===== src/rtl/controlador_ataque.sv =====
// Attack-round controller: accepts shots on a 7x5 grid against a captured enemy map,
// tracks hit/miss masks and counters, and declares victory or defeat.
//
// state   | meaning
// OCIOSO  | idle, waiting for attack mode
// AGUARDA | round active, waiting for a valid fire event
// AVALIA  | evaluating the latched shot
// FIM     | round over, outputs held until attack mode drops
module controlador_ataque #(
    parameter int MAX_TIROS = 10
) (
    input  logic        clk,
    input  logic        rst,
    input  logic        modo_ataque,
    input  logic        disparo,
    input  logic [2:0]  coord_linha,
    input  logic [2:0]  coord_coluna,
    input  logic [34:0] mapa,
    output logic [34:0] celulas_atingidas,
    output logic [34:0] celulas_erradas,
    output logic [5:0]  acertos,
    output logic [5:0]  tiros,
    output logic        led_acerto,
    output logic        led_erro,
    output logic        vitoria,
    output logic        derrota,
    output logic [1:0]  estado
);

    typedef enum logic [1:0] {
        OCIOSO  = 2'd0,
        AGUARDA = 2'd1,
        AVALIA  = 2'd2,
        FIM     = 2'd3
    } estado_t;

    localparam logic [5:0] MAX_T = 6'(MAX_TIROS);

    estado_t     estado_q, estado_d;
    logic [34:0] mapa_q, mapa_d;
    logic [5:0]  total_q, total_d;
    logic [5:0]  idx_q, idx_d;
    logic        disparo_q;
    logic [34:0] ating_q, ating_d;
    logic [34:0] err_q, err_d;
    logic [5:0]  acertos_q, acertos_d;
    logic [5:0]  tiros_q, tiros_d;
    logic        led_ac_q, led_ac_d;
    logic        led_er_q, led_er_d;
    logic        vit_q, vit_d;
    logic        der_q, der_d;

    logic [5:0]  pop;
    logic [5:0]  idx_novo;
    logic [63:0] ocupado;
    logic [63:0] mapa_ext;
    logic        evento;
    logic        coord_ok;
    logic        acerto;
    logic [5:0]  acertos_prox;
    logic [5:0]  tiros_prox;

    always_comb begin
        pop = 6'd0;
        for (int i = 0; i < 35; i++) begin
            pop = pop + {5'd0, mapa[i]};
        end
    end

    // Masks widened to 64 bits so any 6-bit index is in range; illegal coords are gated by coord_ok.
    assign idx_novo     = ({3'd0, coord_linha} * 6'd5) + {3'd0, coord_coluna};
    assign ocupado      = {29'd0, ating_q | err_q};
    assign mapa_ext     = {29'd0, mapa_q};
    assign evento       = disparo & ~disparo_q;
    assign coord_ok     = (coord_linha <= 3'd6) && (coord_coluna <= 3'd4);
    assign acerto       = mapa_ext[idx_q];
    assign acertos_prox = acertos_q + {5'd0, acerto};
    assign tiros_prox   = tiros_q + 6'd1;

    always_comb begin
        estado_d  = estado_q;
        mapa_d    = mapa_q;
        total_d   = total_q;
        idx_d     = idx_q;
        ating_d   = ating_q;
        err_d     = err_q;
        acertos_d = acertos_q;
        tiros_d   = tiros_q;
        led_ac_d  = led_ac_q;
        led_er_d  = led_er_q;
        vit_d     = vit_q;
        der_d     = der_q;

        case (estado_q)
            OCIOSO: begin
                if (modo_ataque) begin
                    estado_d  = AGUARDA;
                    mapa_d    = mapa;
                    total_d   = pop;
                    ating_d   = '0;
                    err_d     = '0;
                    acertos_d = '0;
                    tiros_d   = '0;
                    led_ac_d  = 1'b0;
                    led_er_d  = 1'b0;
                    vit_d     = 1'b0;
                    der_d     = 1'b0;
                end
            end
            AGUARDA: begin
                if (total_q == 6'd0) begin
                    estado_d = FIM;
                    vit_d    = 1'b1;
                end else if (evento && coord_ok && !ocupado[idx_novo]) begin
                    idx_d    = idx_novo;
                    estado_d = AVALIA;
                end
            end
            AVALIA: begin
                tiros_d = tiros_prox;
                if (acerto) begin
                    ating_d   = ating_q | (35'd1 << idx_q);
                    acertos_d = acertos_prox;
                    led_ac_d  = 1'b1;
                    led_er_d  = 1'b0;
                end else begin
                    err_d    = err_q | (35'd1 << idx_q);
                    led_ac_d = 1'b0;
                    led_er_d = 1'b1;
                end
                if (acertos_prox == total_q) begin
                    estado_d = FIM;
                    vit_d    = 1'b1;
                end else if (tiros_prox == MAX_T) begin
                    estado_d = FIM;
                    der_d    = 1'b1;
                end else begin
                    estado_d = AGUARDA;
                end
            end
            FIM: begin
            end
            default: estado_d = OCIOSO;
        endcase

        // Leaving attack mode aborts the round, discarding any shot in evaluation.
        if (!modo_ataque && estado_q != OCIOSO) begin
            estado_d  = OCIOSO;
            ating_d   = '0;
            err_d     = '0;
            acertos_d = '0;
            tiros_d   = '0;
            led_ac_d  = 1'b0;
            led_er_d  = 1'b0;
            vit_d     = 1'b0;
            der_d     = 1'b0;
        end
    end

    always_ff @(posedge clk or posedge rst) begin
        if (rst) begin
            estado_q  <= OCIOSO;
            mapa_q    <= '0;
            total_q   <= '0;
            idx_q     <= '0;
            disparo_q <= 1'b0;
            ating_q   <= '0;
            err_q     <= '0;
            acertos_q <= '0;
            tiros_q   <= '0;
            led_ac_q  <= 1'b0;
            led_er_q  <= 1'b0;
            vit_q     <= 1'b0;
            der_q     <= 1'b0;
        end else begin
            estado_q  <= estado_d;
            mapa_q    <= mapa_d;
            total_q   <= total_d;
            idx_q     <= idx_d;
            disparo_q <= disparo;
            ating_q   <= ating_d;
            err_q     <= err_d;
            acertos_q <= acertos_d;
            tiros_q   <= tiros_d;
            led_ac_q  <= led_ac_d;
            led_er_q  <= led_er_d;
            vit_q     <= vit_d;
            der_q     <= der_d;
        end
    end

    assign celulas_atingidas = ating_q;
    assign celulas_erradas   = err_q;
    assign acertos           = acertos_q;
    assign tiros             = tiros_q;
    assign led_acerto        = led_ac_q;
    assign led_erro          = led_er_q;
    assign vitoria           = vit_q;
    assign derrota           = der_q;
    assign estado            = estado_q;

endmodule


===== config.mk =====
export PLATFORM = sky130hd
export DESIGN_NAME = controlador_ataque
export DESIGN_NICKNAME = d
export VERILOG_FILES = /design/src/rtl/controlador_ataque.sv
export SDC_FILE = /design/constraint.sdc
export NUM_CORES = 1
export LEC_CHECK = 0
export CORE_MARGIN = 10
export CORE_UTILIZATION = 40
export CTS_BUF_LIST = sky130_fd_sc_hd__clkbuf_16
export DETAILED_ROUTE_END_ITERATION = 16
export GPL_ROUTABILITY_DRIVEN = 0
export SLEW_MARGIN = 20
export SYNTH_ARGS = -nofsm -noshare
export SYNTH_HDL_FRONTEND = slang
export SYNTH_SLANG_ARGS = --single-unit

===== constraint.sdc =====
create_clock -name clk -period 9.9 [get_ports clk]
set_clock_uncertainty 0.15 [all_clocks]
set_input_delay 1.98 -clock clk [delete_from_list [all_inputs] [get_ports clk]]
set_output_delay 1.98 -clock clk [all_outputs]
set_load 0.02 [all_outputs]

* Word-level counts from Yosys, hierarchy flattened
Cells that the tools add are included.
W data, S select, Z words.
** Storage, ports and cells
- Register bits :: 136
- Input bits :: 45
- Output and inout bits :: 88
- Word-level logic and storage cells :: 132
** Operators by class
- Add/sub/neg operators :: 37
- Multiply operators :: 1
- Magnitude comparators :: 4
- Equal/unequal tests :: 12
- Shift operators :: 1
- Muxes and demuxes :: 39
- Bitwise gates (word level) :: 6
- Reductions and logical operators :: 19
** Operators by type and width (number)
- $add A6 B1 Y6 :: 30
- $mux W35 :: 5
- $pmux W35 S2 :: 2
- $or A35 B35 Y35 :: 3
- $shl A1 B6 Y35 const A :: 1
- $mux W6 :: 4
- $pmux W6 S2 :: 2
- $ne A3 B3 Y1 const B :: 7
- $lt A6 B7 Y1 const B :: 2
- $mux W1 :: 13
- $bmux W1 S6 :: 2
- $mux W2 :: 6
- $reduce_and A3 Y1 :: 4
- $reduce_and A4 Y1 :: 2
- $add A5 B1 Y6 :: 1
- $add A6 B1 Y6 const B :: 1
- $add A6 B3 Y6 :: 1
- $eq A6 B4 Y1 const B :: 1
- $eq A6 B6 Y1 :: 1
- $le A3 B3 Y1 const B :: 2
- $logic_not A6 Y1 :: 1
- $mul A3 B3 Y6 const B :: 1
- $pmux W1 S2 :: 3
- $pmux W2 S3 :: 1
- other kinds (17) :: 23

* Depth between registers and ports, before layout
Gate-level depths: netlist of run 1.
- Depth in word-level cells :: 34
- Mapped depth :: 17

* Worst setup path after synthesis of run 1
No wires, ideal clock.
- Path type :: input to register
- Start point :: in mapa[11]
- End point :: reg total_q[4]
- Setup time :: 133 ps
- Arrival :: 6230 ps
- Required time :: 9617 ps
- Path slack :: 3386 ps
- Cell stages on the path :: 16
- Cell sequence :: inv_1 > fa_1 > inv_1 > fa_1 > inv_1 > fa_1 > fa_1 > fa_1 > fa_1 > fa_1 > fa_1 > inv_1 > a21o_1 > a21oi_1 > xnor2_1 > o21ai_1
** On the way
- Word-level cells in the longest chain between the ends :: 24
** Ends and longest elaborated chain
- from (decl) :: line 18 : input logic [34:0] mapa,
- $add A6 B1 Y6 (24 in series) :: line 66 : pop = pop + {5'd0, mapa[i]};
- to (signal assigned) :: line 178 : total_q <= total_d;
- to (decl) :: line 41 : logic [5:0] total_q, total_d;
No other way between the ends.
A chain may end at the register's enable or synchronous reset.

* Final worst setup path of run 1
Same ends and word-level chain as after synthesis.

==> results of run 1 <==
[metrics by stage]
stage / instance area [µm²] / instances / power [mW] / hold WS [ns]
after floorplan: 7380 / 767 / 1.75 / 0.292
after global placement: 8900 / 1100 / 2.13 / 0.309
after detailed placement: 8900 / 1100 / 2.14 / 0.318
after CTS: 9550 / 1131 / 2.85 / 0.331
after global routing: 9560 / 1132 / 3.05 / 0.346
final: 9560 / 1132 / 2.83 / 0.323
[power by group through the flow]
stage / combinational, mW / clock [mW] / sequential [mW]
2_1_floorplan: 0.930 / 0 / 0.824
3_3_place_gp: 1.30 / 0 / 0.835
3_5_place_dp: 1.30 / 0 / 0.837
4_1_cts: 1.31 / 0.713 / 0.828
5_1_grt: 1.47 / 0.739 / 0.849
6_report: 1.30 / 0.704 / 0.825
[final timing paths]
check,start,end,slack [ns],depth (start not counted)
worst min register to register,mapa_q[31],mapa_q[31],0.32,2
max in group asynchronous,rst,mapa_q[7],6.22,3
worst min-delay path,mapa_q[31],mapa_q[31],0.32,2
worst max register to register,idx_q[1],estado[1],5.82,13
min in group asynchronous,rst,celulas_atingidas[7],1.94,2
worst max-delay path,mapa[11],total_q[4],3.17,17
[layout make-up]
type,count,area (µm²)
Sequential cell,136,3400
Clock buffer,17,425
Inverter,76,288
Tap cell,229,287
Clock inverter,14,221
Fill cell,1680,8460
Multi-Input combinational cell,520,3550
Timing Repair Buffer,140,1390
[critical path, stage by stage]
cell,delay [ns]
clkdlybuf4s50_1,0.46
inv_1,0.06
fa_1,0.53
inv_1,0.05
fa_1,0.48
inv_1,0.05
fa_1,0.52
fa_1,0.42
fa_1,0.51
fa_1,0.43
fa_1,0.42
fa_1,0.48
inv_1,0.08
a21o_1,0.11
a21oi_1,0.07
xnor2_1,0.14
o21ai_1,0.07
[cell usage after synthesis (all sizes together), types with 6 or more instances]
library cell	instances	area share
xnor2	7	0.0083
a21oi	91	0.062
a31oi	6	0.0051
nor4	7	0.0068
o21ai	51	0.035
buf	10	0.0078
dfrtp	136	0.46
xor2	9	0.011
fa	28	0.076
nand2	59	0.031
nor3	22	0.016
mux2	13	0.020
clkbuf	25	0.013
ha	23	0.039
nand3	11	0.0075
inv	76	0.039
nor2	122	0.062
mux2i	7	0.0095
mux4	9	0.028
[kinds of logic after synthesis]
logic type	share of synthesized area
compound gates	0.136
xor+xnor	0.0190
flops	0.461
simple gates	0.152
mux	0.0573
fa+ha+maj	0.115
buf+inv	0.0592
[flip-flops by register name, indices dropped and copies added (netlist names)]
register / cells
derrota: 1
celulas_erradas: 35
led_erro: 1
led_acerto: 1
idx_q: 6
total_q: 6
acertos: 6
celulas_atingidas: 35
tiros: 6
mapa_q: 35
estado: 2
disparo_q: 1
vitoria: 1
[layer usage]
metal,part of all wire,GRT usage
met1,0.46,0.235
met2,0.47,0.268
met3,0.060,0.0463
met4,0.013,0.0521
met5,0,0
==> flow_metrics.env, run 1 <==
export IMPL_status="finished, final reports clean"
export IMPL_wirelength_um=20600
export IMPL_dr_pass1_iters=4
export IMPL_pwr_share_clk=0.248
export IMPL_coreArea_um2=18000
export IMPL_synth_nets=863
export IMPL_initial_core_util=0.409
export IMPL_synth_async_sr_flop_share=1.00
export IMPL_p_sw_frac=0.405
export IMPL_end_kind="flip-flop"
export IMPL_maxCapViolCount=0
export IMPL_cts_setup_buffers=0
export IMPL_io_buffers=132
export IMPL_cts_buffers=17
export IMPL_seqPwrFrac=0.291
export IMPL_syn2layout_area_growth_pct=29.6
export IMPL_gr_usage_all_layers=0.174
export IMPL_synth_area_um2=7380
export IMPL_cts_sinks=136
export IMPL_dieHeight_um=156
export IMPL_ctsHtreeMaxLevel=4
export IMPL_die_x_um=156
export IMPL_clk_path_buf_depth=2
export IMPL_worst_slack_ns=3.17
export IMPL_cellLeakagePower_nw=4.30
export IMPL_max_slew_margin=0.261
export IMPL_detail_route_vias_per_cell=5.25
export IMPL_p_sw_mw=1.15
export IMPL_power_density_nw_per_um2=296
export IMPL_clk_latency_ns=0.43
export IMPL_grt_pass1_wl_um=33800
export IMPL_synthCells=767
export IMPL_antenna_cells=0
export IMPL_ys_ff_latch=136
export IMPL_hold_violations=0
export IMPL_path_clk_slew_ns=0.06
export IMPL_setup_tns_ns=0
export IMPL_hpwlAfterDp_um=14900
export IMPL_min_path_type="flip-flop to flip-flop"
export IMPL_antenna_found_initial=0
export IMPL_final_max_slew_viol_count=0
export IMPL_io_pins=133
export IMPL_antenna_left=0
export IMPL_setup_viol=0
export IMPL_dieArea_um2=24300
export IMPL_p_comb_frac=0.460
export IMPL_yosysUniqueCellTypes=62
export IMPL_nNetsFinal=987
export IMPL_cp_max_fo=2
export IMPL_cts_tree="done"
export IMPL_fin_util=0.530
export IMPL_fmax_ghz=0.149
export IMPL_worst_pin_slew_ns=1.10
export IMPL_cp_start_kind="input pin"
export IMPL_post_cts_resized=0
export IMPL_dpl_worst_slack_ns=2.73
export IMPL_grt_overflow=0
export IMPL_hold_buffers=0
export IMPL_rsz0062_at_grt="false"
export IMPL_synth_seq_area_share=0.461
export IMPL_yosysWarnings=0
export IMPL_drc=0
export IMPL_drt_iter0_markers=423
export IMPL_cp_required_ns=10.03
export IMPL_layout_commonest_cell="dfrtp_1"
export IMPL_layout_worst_path_cycle_share=0.680
export IMPL_p_int_mw=1.69
export IMPL_grt_max_degree=77
export IMPL_drive_above_1_share=0.0698
export IMPL_cp_arrival_ns=6.86
export IMPL_grt_pass1_vias=6046
export IMPL_synth_edff_count=0
export IMPL_clockRootBuffer="clkbuf_16"
export IMPL_syn_avg_cell_area_um2=9.62
export IMPL_vias=5939
export IMPL_synth_top_flop_cell="dfrtp_1"
export IMPL_peakVddDrop_uv=179
export IMPL_period_needed_ns=6.73
export IMPL_layout_common_cells="136 x dfrtp_1, 132 x clkdlybuf4s50_1, 122 x nor2_1"
export IMPL_path_class="input pin to flip-flop"
export IMPL_wl_per_cell_um=18.2
export IMPL_num_rows=49
No activity file was read; power rests on OpenSTA's default activity.
==> inputs of run 2 (changes only) <==
==> constraint.sdc (replaced) <==
create_clock -name clk -period 6.2 [get_ports clk]
set_clock_uncertainty 0.15 [all_clocks]
set_input_delay 1.24 -clock clk [delete_from_list [all_inputs] [get_ports clk]]
set_output_delay 1.24 -clock clk [all_outputs]
set_load 0.02 [all_outputs]
==> run 2 against run 1 <==
Net effect: non-clock buffer count up 5; sequential cell count unchanged; setup slack got worse by 2.9 ns; hold slack better by 0.0030 ns; routed wire length is essentially flat; critical path type unchanged; critical endpoint unchanged; largest cell class unchanged; largest power group unchanged.
==> flow_metrics.env, run 2 (synthesis results as in run 1) <==
export IMPL_status="finished, final reports clean"
export IMPL_dr_pass1_iters=6
export IMPL_hold_buffers=0
export IMPL_post_cts_resized=0
export IMPL_final_max_slew_viol_count=0
export IMPL_cts_sinks=136
export IMPL_critPathMaxStageDelay_ns=0.53
export IMPL_cp_arrival_ns=6.10
export IMPL_fmax_ghz=0.168
export IMPL_cts_setup_buffers=0
export IMPL_max_slew_margin=0.254
export IMPL_totalPowerFinal_mw=4.42
export IMPL_cp_required_ns=6.34
export IMPL_initial_core_util=0.409
export IMPL_cts_buffers=17
export IMPL_grt_max_degree=77
export IMPL_r2r_cells=13
export IMPL_drc=0
export IMPL_clk_latency_ns=0.43
export IMPL_period_needed_ns=5.96
export IMPL_slowest_stage="fa_1"
export IMPL_cp_cell_sequence="clkdlybuf4s50_1, inv_1, fa_1, inv_1, fa_1, inv_1, fa_1, fa_1, fa_1, fa_1, fa_1, fa_1, inv_1, a21o_1, a21oi_1, xnor2_1, o21ai_1"
export IMPL_hold_depth=2
export IMPL_r2r_start="idx_q[1]"
export IMPL_hold_path_endpoint="mapa_q[29]"
export IMPL_busiest_layer="met2"
export IMPL_dieArea_um2=24300
export IMPL_maxCapViolCount=0
export IMPL_nNetsFinal=992
export IMPL_setup_viol=0
export IMPL_power_density_nw_per_um2=464
export IMPL_layout_commonest_cell="dfrtp_1"
export IMPL_hold_violations=0
export IMPL_io_pins=133
export IMPL_setup_tns_ns=0
export IMPL_worst_path_buf_inv=5
export IMPL_detail_route_vias_per_cell=5.17
export IMPL_antenna_found_initial=0
export IMPL_vias=5883
export IMPL_worst_pin_slew_ns=1.11
export IMPL_post_dp_cell_area_um2=8940
export IMPL_use_met1=0.233
export IMPL_r2r_end="estado[1]"
export IMPL_grt_pass1_wl_um=33500
export IMPL_wl_per_cell_um=18.1
export IMPL_dieHeight_um=156
export IMPL_rrSetupSlack_ns=2.02
export IMPL_clk_path_buf_depth=2
export IMPL_grt_overflow=0
export IMPL_layout_common_cells="136 x dfrtp_1, 132 x clkdlybuf4s50_1, 122 x nor2_1"
export IMPL_hpwlAfterDp_um=15200
export IMPL_path_clk_slew_ns=0.06
export IMPL_clockRootBuffer="clkbuf_16"
export IMPL_path_class="input pin to flip-flop"
export IMPL_grt_util_met3=0.0466
export IMPL_die_x_um=156
export IMPL_rsz0062_at_grt="false"
export IMPL_worstHoldStart="mapa_q[29]"
export IMPL_layout_worst_path_cycle_share=0.962
export IMPL_drive_above_1_share=0.0748
export IMPL_cp_max_fo=2
export IMPL_ctsHtreeMaxLevel=4
export IMPL_syn2layout_area_growth_pct=29.0
export IMPL_antenna_cells=0
export IMPL_cellLeakagePower_nw=4.30
export IMPL_num_rows=49
export IMPL_peakVddDrop_uv=260
export IMPL_end_kind="flip-flop"
export IMPL_grtUsageMet2=0.263
export IMPL_cpLargestDelayFamily="adder cells"
export IMPL_coreArea_um2=18000
export IMPL_grt_pass1_vias=6016
export IMPL_drt_iter0_markers=371
export IMPL_io_buffers=132
export IMPL_crit_cells=17
export IMPL_wirelength_um=20600
export IMPL_cp_start_kind="input pin"
export IMPL_cts_tree="done"
export IMPL_startpoint="mapa[11]"
export IMPL_min_path_type="flip-flop to flip-flop"
export IMPL_gr_usage_all_layers=0.173
export IMPL_crit_path_frequent_cell="fa_1"
export IMPL_final_cell_area_um2=9520
export IMPL_antenna_left=0
[run 2: cell count changes in the layout (fill, tap and decap cells not counted)]
| cell | before | now |
|---|---|---|
| buf_4 | 7 | 13 |
| buf_6 | 1 | 0 |
| bufinv_16 | 5 | 1 |
| clkinv_4 | 2 | 3 |
| inv_1 | 73 | 74 |
| inv_6 | 3 | 4 |
| inv_8 | 0 | 2 |
[run 2: through the flow]
step	worst slack, ns	hold slack, ns	cells	util
2_1_floorplan	0.426	0.292	767	-
3_3_place_gp	-0.136	0.307	1105	0.496
3_5_place_dp	-0.176	0.317	1105	0.496
4_1_cts	0.250	0.332	1137	0.528
5_1_grt	0.0687	0.355	1138	0.528
6_report	0.238	0.326	1138	0.528
[run 2: per-layer routing]
metal,routed length (µm),vias to the layer above
met4,279,0
met1,9570,2842
li1,-,2855
met3,1170,21
met5,0,-
met2,9610,165
[run 2: final cells by class]
type                    instances  area, µm²
clock buffers                  17        425
multi-input cells             520       3550
repair buffers                145       1420
clock inverters                15        145
inverters                      76        288
well taps                     229        287
flip-flops and latches        136       3400
fillers                      1704       8510
[run 2: worst max path at each step]
stage	endpoint	slack (ns)
after floorplan	total_q[4]	0.43
after global placement	total_q[4]	-0.14
after detailed placement	total_q[4]	-0.18
after CTS	total_q[4]	0.25
after global routing	total_q[4]	0.07
final	total_q[4]	0.24
[run 2: worst register-to-register path: stages (launching register included)]
cell      delay (ns)
dfrtp_1         0.62
buf_4           0.31
mux4_2          0.52
mux2i_1         0.25
mux2_2          0.25
mux2_2          0.18
o22ai_4         0.11
ha_1            0.24
ha_1            0.32
xor2_1          0.15
nor4_1          0.29
o21ai_1         0.16
a2111o_1        0.40
o311ai_1        0.11
[run 2: power breakdown]
part           internal, mW  switching, mW
registers              1.11          0.216
clock network         0.560          0.425
logic                 0.893           1.22
==> inputs of run 3 (changes only) <==
--- a/config.mk
+++ b/config.mk
@@ -10,7 +10,7 @@
 export CTS_BUF_LIST = sky130_fd_sc_hd__clkbuf_16
 export DETAILED_ROUTE_END_ITERATION = 16
 export GPL_ROUTABILITY_DRIVEN = 0
-export SLEW_MARGIN = 20
+export REMOVE_ABC_BUFFERS = 1
 export SYNTH_ARGS = -nofsm -noshare
 export SYNTH_HDL_FRONTEND = slang
 export SYNTH_SLANG_ARGS = --single-unit
==> run 3 against run 2 <==
Net effect: maximum frequency about the same; sequential cell count did not move; via count is essentially flat; design area increased by 0.45%; utilization grew 0.24 points; first-iteration DRC count grew 27%; register-to-register slack got worse by 0.02 ns; global-route usage fell by 0.21 points; hold slack worse by 0.00096 ns; setup slack improved by 0.0012 ns; die area unchanged; largest cell class unchanged; non-clock buffer count is 3 higher.
==> flow_metrics.env, run 3 (synthesis results as in run 1) <==
export IMPL_cts_sinks=136
export IMPL_end_kind="flip-flop"
export IMPL_antenna_cells=0
export IMPL_final_cell_area_um2=9560
export IMPL_dieHeight_um=156
export IMPL_clk_latency_ns=0.42
export IMPL_path_class="input pin to flip-flop"
export IMPL_grt_pass1_wl_um=33400
export IMPL_hold_buffers=0
export IMPL_die_x_um=156
export IMPL_cts_setup_buffers=0
export IMPL_wirelength_um=20500
export IMPL_wl_per_cell_um=18.0
export IMPL_period_needed_ns=5.96
export IMPL_dr_pass1_iters=4
export IMPL_fmax_ghz=0.168
export IMPL_grt_overflow=0
export IMPL_drt_iter0_markers=471
export IMPL_nNetsFinal=995
export IMPL_dpl_worst_slack_ns=-0.197
export IMPL_cp_max_fo=2
export IMPL_layout_worst_path_cycle_share=0.961
export IMPL_cp_arrival_ns=6.08
export IMPL_maxCapViolCount=0
export IMPL_totalPowerFinal_mw=4.44
export IMPL_layout_common_cells="136 x dfrtp_1, 132 x clkdlybuf4s50_1, 122 x nor2_1"
export IMPL_whs_ns=0.325
export IMPL_grt_pass1_vias=6055
export IMPL_drive_above_1_share=0.0768
export IMPL_grt_max_degree=80
export IMPL_coreArea_um2=18000
export IMPL_post_cts_resized=0
export IMPL_hold_violations=0
export IMPL_antenna_found_initial=0
export IMPL_setup_tns_ns=0
export IMPL_setup_viol=0
export IMPL_final_max_slew_viol_count=0
export IMPL_io_pins=133
export IMPL_rsz0062_at_grt="false"
export IMPL_drc=0
export IMPL_vias=5880
export IMPL_cp_start_kind="input pin"
export IMPL_cts_buffers=17
export IMPL_io_buffers=132
export IMPL_detail_route_vias_per_cell=5.15
export IMPL_path_clk_slew_ns=0.06
export IMPL_dieArea_um2=24300
export IMPL_cp_required_ns=6.32
export IMPL_min_path_type="flip-flop to flip-flop"
export IMPL_post_dp_cell_area_um2=8980
export IMPL_num_rows=49
export IMPL_clockRootBuffer="clkbuf_16"
export IMPL_layout_commonest_cell="dfrtp_1"
export IMPL_max_slew_margin=0.136
export IMPL_initial_core_util=0.409
export IMPL_worst_pin_slew_ns=1.28
export IMPL_worst_slack_ns=0.239
export IMPL_status="finished, final reports clean"
export IMPL_cts_tree="done"
export IMPL_peakVddDrop_uv=310
export IMPL_power_density_nw_per_um2=464
export IMPL_gr_usage_all_layers=0.171
export IMPL_hpwlAfterDp_um=15000
export IMPL_antenna_left=0
export IMPL_cellLeakagePower_nw=4.32
export IMPL_ctsHtreeMaxLevel=4
export IMPL_syn2layout_area_growth_pct=29.6
export IMPL_clk_path_buf_depth=2
run 3: changes by cell type in the layout (fill, tap and decap cells not counted), sizes merged:
cell,before,now
buf,13,16
bufinv,1,2
clkinv,4,5
inv,83,81
run 3: critical path, stage by stage:
cell and delay (ns):
clkdlybuf4s50_1 0.45, inv_1 0.07, fa_1 0.53, inv_1 0.05
fa_1 0.47, inv_1 0.05, fa_1 0.51, fa_1 0.44
fa_1 0.52, fa_1 0.43, fa_1 0.42, fa_1 0.45
inv_1 0.06, a21o_1 0.10, a21oi_1 0.07, xnor2_1 0.14
o21ai_1 0.08
run 3: power breakdown:
part | internal [mW] | switching (mW)
combinational | 0.897 | 1.21
clock | 0.593 | 0.405
sequential | 1.10 | 0.229
total | 2.59 | 1.85
run 3: worst paths after layout:
kind	from	to	slack, ns	cells after the start
min in group asynchronous	rst	acertos[4]	1.16	2
min	mapa_q[25]	mapa_q[25]	0.33	2
max reg2reg	idx_q[1]	estado[1]	2.00	12
min reg2reg	mapa_q[25]	mapa_q[25]	0.33	2
max in group asynchronous	rst	idx_q[0]	3.63	3
max	mapa[11]	total_q[4]	0.24	17
run 3: stage by stage:
stage,std cells,util
after global placement,1109,0.498
after detailed placement,1109,0.498
after floorplan,732,-
after CTS,1141,0.530
final,1141,0.530
after global routing,1141,0.530
run 3: cell type report:
class	instances	area (µm²)
Timing Repair Buffer	148	1450
Fill cell	1699	8460
Clock buffer	17	425
Sequential cell	136	3400
Tap cell	229	287
Clock inverter	15	153
Multi-Input combinational cell	520	3550
Inverter	76	288
run 3: layer usage:
metal,vias up,wire (µm),global-route usage
li1,2861,-,-
met1,2837,9180,0.233
met2,161,9680,0.263
met3,21,1290,0.0433
met4,0,344,0.0517
met5,-,0,0
